$ cat src/rtl/seg7_scan_driver.sv
// Time-multiplexed, double-buffered driver for an N-digit common-anode seven-segment display.
// Define SEG7_HEX_EN to decode codes 10..15 as hex glyphs; otherwise those codes are blank.
module seg7_scan_driver #(
  parameter int unsigned NUM_DIGITS = 4,
  parameter int unsigned SCAN_DIV   = 50000
) (
  input  logic                      iCLK,
  input  logic                      iRST,
  input  logic [4*NUM_DIGITS-1:0]   iDIGITS,
  input  logic                      iLOAD,
  input  logic                      iBLANK_LZ,
  output logic [6:0]                oSEG7,
  output logic [NUM_DIGITS-1:0]     oDIG_SEL,
  output logic                      oFRAME
);

  localparam int unsigned CNT_W  = $clog2(SCAN_DIV);
  localparam int unsigned IDX_W  = (NUM_DIGITS > 1) ? $clog2(NUM_DIGITS) : 1;
  localparam int unsigned DATA_W = 4 * NUM_DIGITS;

  localparam logic [CNT_W-1:0] TICK_VAL = CNT_W'(SCAN_DIV - 1);
  localparam logic [IDX_W-1:0] LAST_IDX = IDX_W'(NUM_DIGITS - 1);
  localparam logic [6:0]       SEG_OFF  = 7'b1111111;

  logic [CNT_W-1:0]      prescaler;
  logic [IDX_W-1:0]      idx;
  logic [DATA_W-1:0]     pending;
  logic [DATA_W-1:0]     display;
  logic                  wrapDly;
  logic                  tick;
  logic                  wrap;
  logic [3:0]            code;
  logic [NUM_DIGITS-1:0] zeroFrom;
  logic                  blankDigit;
  logic [6:0]            segNext;
  logic [NUM_DIGITS-1:0] selNext;

  function automatic logic [6:0] decodeSeg(input logic [3:0] c);
    logic [6:0] s;
    s = SEG_OFF;
    case (c)
      4'd0:    s = 7'b1000000;
      4'd1:    s = 7'b1111001;
      4'd2:    s = 7'b0100100;
      4'd3:    s = 7'b0110000;
      4'd4:    s = 7'b0011001;
      4'd5:    s = 7'b0010010;
      4'd6:    s = 7'b0000010;
      4'd7:    s = 7'b1111000;
      4'd8:    s = 7'b0000000;
      4'd9:    s = 7'b0010000;
`ifdef SEG7_HEX_EN
      4'd10:   s = 7'b0001000;
      4'd11:   s = 7'b0000011;
      4'd12:   s = 7'b1000110;
      4'd13:   s = 7'b0100001;
      4'd14:   s = 7'b0000110;
      4'd15:   s = 7'b0001110;
`endif
      default: s = SEG_OFF;
    endcase
    return s;
  endfunction

  assign tick = (prescaler == TICK_VAL);
  assign wrap = tick && (idx == LAST_IDX);

  // Digit dwell prescaler
  always_ff @(posedge iCLK) begin
    if (iRST)      prescaler <= '0;
    else if (tick) prescaler <= '0;
    else           prescaler <= prescaler + CNT_W'(1);
  end

  always_ff @(posedge iCLK) begin
    if (iRST)      idx <= '0;
    else if (tick) idx <= (idx == LAST_IDX) ? '0 : idx + IDX_W'(1);
  end

  // Double buffer: a load on the wrap cycle bypasses straight to the display
  always_ff @(posedge iCLK) begin
    if (iRST) begin
      pending <= '0;
      display <= '0;
    end else begin
      if (iLOAD) pending <= iDIGITS;
      if (wrap)  display <= iLOAD ? iDIGITS : pending;
    end
  end

  // zeroFrom[i] is set when nibble i and every nibble above it are zero
  always_comb begin
    zeroFrom = '0;
    zeroFrom[NUM_DIGITS-1] = (display[DATA_W-1 -: 4] == 4'd0);
    for (int i = NUM_DIGITS - 2; i >= 0; i--) begin
      zeroFrom[i] = zeroFrom[i+1] && (display[4*i +: 4] == 4'd0);
    end
  end

  always_comb begin
    code       = display[{idx, 2'b00} +: 4];
    blankDigit = iBLANK_LZ && (idx != '0) && zeroFrom[idx];
    segNext    = blankDigit ? SEG_OFF : decodeSeg(code);
    selNext    = ~(NUM_DIGITS'(1) << idx);
  end

  // Frame pulse is delayed twice so it coincides with digit 0 on the pins
  always_ff @(posedge iCLK) begin
    if (iRST) begin
      oSEG7    <= SEG_OFF;
      oDIG_SEL <= '1;
      wrapDly  <= 1'b0;
      oFRAME   <= 1'b0;
    end else begin
      oSEG7    <= segNext;
      oDIG_SEL <= selNext;
      wrapDly  <= wrap;
      oFRAME   <= wrapDly;
    end
  end

endmodule

$ cat config.mk
export PLATFORM = sky130hd
export DESIGN_NAME = seg7_scan_driver
export DESIGN_NICKNAME = d
export VERILOG_FILES = /design/src/rtl/seg7_scan_driver.sv
export SDC_FILE = /design/constraint.sdc
export NUM_CORES = 1
export LEC_CHECK = 0
export CAP_MARGIN = 5
export CORE_ASPECT_RATIO = 1.25
export CORE_UTILIZATION = 25
export CTS_BUF_LIST = sky130_fd_sc_hd__clkbuf_16
export CTS_CLUSTER_SIZE = 25
export DETAILED_ROUTE_END_ITERATION = 12
export GPL_ROUTABILITY_DRIVEN = 0
export HOLD_SLACK_MARGIN = 0.1
export PLACE_DENSITY = 0.5
export SYNTH_ARGS = -nofsm -noshare
export SYNTH_HDL_FRONTEND = slang
export SYNTH_SLANG_ARGS = --single-unit
export TNS_END_PERCENT = 10
$ cat constraint.sdc
create_clock -name iCLK -period 2.23 [get_ports iCLK]
set_input_delay 0.3345 -clock iCLK [delete_from_list [all_inputs] [get_ports iCLK]]
set_output_delay 0.3345 -clock iCLK [all_outputs]
set_load 0.05 [all_outputs]
==> flow_metrics.env <==
export IMPL_critical_path_class="flip-flop to flip-flop"
export IMPL_core_um2=10700
export IMPL_fraction_of_the_mapped_netlist_area_in_adder_cells=0.0448
export IMPL_synth_ff_type="dfxtp_1"
export IMPL_wl_per_cell_um=12.2
export IMPL_tritoncts="built"
export IMPL_stdcell_count=444
export IMPL_grt_usage=0.108
export IMPL_number_of_clock_buffers_inserted_by_tritoncts=9
export IMPL_place_port_buffers=31
export IMPL_largest_net_degree_at_the_start_of_global_routing=43
export IMPL_yosys_cell_types_count=43
export IMPL_first_pass_iters=4
export IMPL_i_o_pins=32
export IMPL_synth_top_area_share=0.451
export IMPL_crit_path_start_kind="flip-flop"
export IMPL_grt_first_pass_wirelength_um=9200
export IMPL_route_detailed_vias_per_inst=4.32
export IMPL_place_hpwl_um=3820
export IMPL_sequential_area_share_after_synthesis=0.451
export IMPL_fillerInstances=1106
export IMPL_cp_max_fo=8
export IMPL_vdd_ir_drop_max_uv=398
export IMPL_number_of_synthesized_flops_with_an_enable_pin=0
export IMPL_die_height_um=120
export IMPL_ys_seq_elements=63
export IMPL_drc=0
export IMPL_htreeDepth=3
export IMPL_post_route_period_util=0.832
export IMPL_synthDominantAreaCellType="dfxtp_1"
export IMPL_post_synth_inst_count=274
export IMPL_cts_root_buf="clkbuf_16"
export IMPL_num_vias=1918
export IMPL_final_setup_skew_ns=0.00539
export IMPL_post_cts_resized_instances=0
export IMPL_final_max_slew_viol_count=0
export IMPL_synth_xor_xnor_area_share=0.0407
export IMPL_rsz_0062_raised_after_global_routing="false"
export IMPL_setup_viol=0
export IMPL_gr_total_overflow=0
export IMPL_worst_endpoint_required_ns=2.45
export IMPL_worst_ep_arrival_time_ns=2.08
export IMPL_insertion_delay_ns=0.33
export IMPL_cts_root_to_sink_buffers=2
export IMPL_dominant_combinational_cell_family_by_area_after_synthesis="simple AND/OR/NAND/NOR gates"
export IMPL_total_power_mw=2.65
export IMPL_timing_worst_slew_pin_value_ns=0.498
export IMPL_drv_cap=0
export IMPL_placementRows=42
export IMPL_synth_area_top_cells="dfxtp_1 (45%), mux2i_1 (6.1%), mux2_4 (5.4%)"
export IMPL_run_status="completed"
export IMPL_max_slew_margin=0.667
export IMPL_cellLeakagePower_nw=1.41
export IMPL_initial_core_util=0.261
export IMPL_n_antenna_cell=0
export IMPL_clock_sinks=63
export IMPL_yosys_area_share_simple=0.205
export IMPL_achievable_frequency_ghz=0.539
export IMPL_syn_cell_area_um2=2800
export IMPL_report_final_hold_viol_count=0
export IMPL_area_delta_synth_final_pct=26.6
export IMPL_cts_hold_buffers_added=0
export IMPL_finalCoreUtilization=0.330
export IMPL_antenna_left=0
export IMPL_drt_iter0_markers=74
export IMPL_synth_async_sr_flop_share=0
export IMPL_clk_pin_slew_ns=0.05
export IMPL_finalWirelength_um=5410
export IMPL_yosys_warnings=0
export IMPL_synth_fp_nets=304
export IMPL_cts_setup_buffers=0
export IMPL_antenna_found_initial=0
export IMPL_fp_dieW_um=96.6
export IMPL_synth_area_mux_share=0.171
export IMPL_dieArea_um2=11600
export IMPL_synth_top_cells_by_count="dfxtp_1 (63), nor2_1 (37), nor2b_1 (18), mux2i_1 (17)"
export IMPL_drive_gt1_frac=0.147
export IMPL_power_density_nw_per_um2=750
export IMPL_top_count_cell_post_synth="dfxtp_1"
export IMPL_grt_pass1_vias=1888
export IMPL_hp_class="flip-flop to flip-flop"
export IMPL_fin_nets=337
export IMPL_finalSetupTns_ns=0
export IMPL_sort_of_element_at_the_end_of_the_critical_path="flip-flop"
export IMPL_placed_cells=428
export IMPL_syn_mean_instance_area_um2=10.2
export IMPL_synth_compound_area_frac=0.0474
export IMPL_period_minus_slack_ns=1.86
==> cells by family (layout without fill, tap and decap cells) <==
logic type / count (synthesis) / after routing
AO/OA/AOI/OAI: 21 / 21
XOR/XNOR: 13 / 13
adder cells (fa/ha/maj): 10 / 10
buffers and inverters: 24 / 62
flip-flops: 63 / 63
multiplexers: 37 / 37
AND/OR/NAND/NOR: 106 / 106
==> layout make-up <==
class                   instances  area, µm²  share of cell area
inverters                      10       37.5              0.0106
well taps                     132        165              0.0467
flip-flops and latches         63       1260               0.356
clock buffers                   9        225              0.0636
multi-input cells             187       1420               0.402
clock inverters                 7       65.1              0.0184
repair buffers                 36        360               0.102
==> state kept, by name (all words and copies together), names as in the netlist <==
name,flops
oSEG7,7
idx,2
display,16
pending,16
wrapDly,1
oFRAME,1
oDIG_SEL,4
prescaler,16
==> worst max-delay path, stage by stage (launching register included) <==
cell     delay, ns
dfxtp_1       0.39
mux4_2        0.62
inv_1         0.15
ha_1          0.15
inv_1         0.05
a21oi_1       0.10
o21ai_0       0.10
a21bo_1       0.19
==> final timing paths <==
path | start | to | slack [ns] | depth (start not counted)
worst max-delay path | idx[0] | oSEG7[4] | 0.37 | 7
worst min-delay path | wrapDly | oFRAME | 0.45 | 1
worst max register to register | idx[0] | oSEG7[4] | 0.37 | 7
worst min register to register | wrapDly | oFRAME | 0.45 | 1
==> power breakdown <==
part	total [mW]	internal, mW	leakage (nW)	switching, mW
Clock	1.34	0.855	0.146	0.486
Sequential	1.16	1.16	0.514	0.00964
Combinational	0.147	0.0715	0.750	0.0758
Total	2.65	2.08	1.41	0.571
==> placed cells by master (no fill, tap or decap), types with 2 or more instances in the layout <==
cell type / instances
mux2_2: 6
nand2b_1: 4
nor3_1: 3
nand3_1: 9
dfxtp_1: 63
and4bb_2: 2
nand4_1: 7
clkbuf_16: 9
clkdlybuf4s50_1: 31
o21ai_0: 6
nor2_1: 37
or2_1: 3
ha_1: 10
clkinv_2: 3
a21oi_1: 6
inv_1: 11
buf_4: 4
or3_1: 2
nor4_1: 2
mux2_4: 10
or4_1: 2
xor2_1: 5
o31ai_1: 2
mux4_2: 4
xnor2_1: 8
mux2i_1: 17
nor2b_1: 18
and4_1: 2
nand2_1: 8
==> per-stage QoR <==
step           setup slack, ns  area (µm²)  hold slack [ns]
3_3_place_gp             0.406        3250            0.445
6_report                 0.374        3540            0.452
4_1_cts                  0.374        3540            0.460
2_1_floorplan            0.314        2800            0.414
3_5_place_dp             0.375        3250            0.446
5_1_grt                  0.215        3540            0.480
==> routing by layer <==
| layer | track usage | wire length [µm] | vias to the layer above |
|---|---|---|---|
| met1 | 0.129 | 2510 | 873 |
| met4 | 0.0404 | 110 | 0 |
| met2 | 0.168 | 2540 | 33 |
| li1 | - | - | 1004 |
| met3 | 0.0491 | 250 | 8 |
| met5 | 0 | 0 | - |
Power figures use the tool's default switching activity.
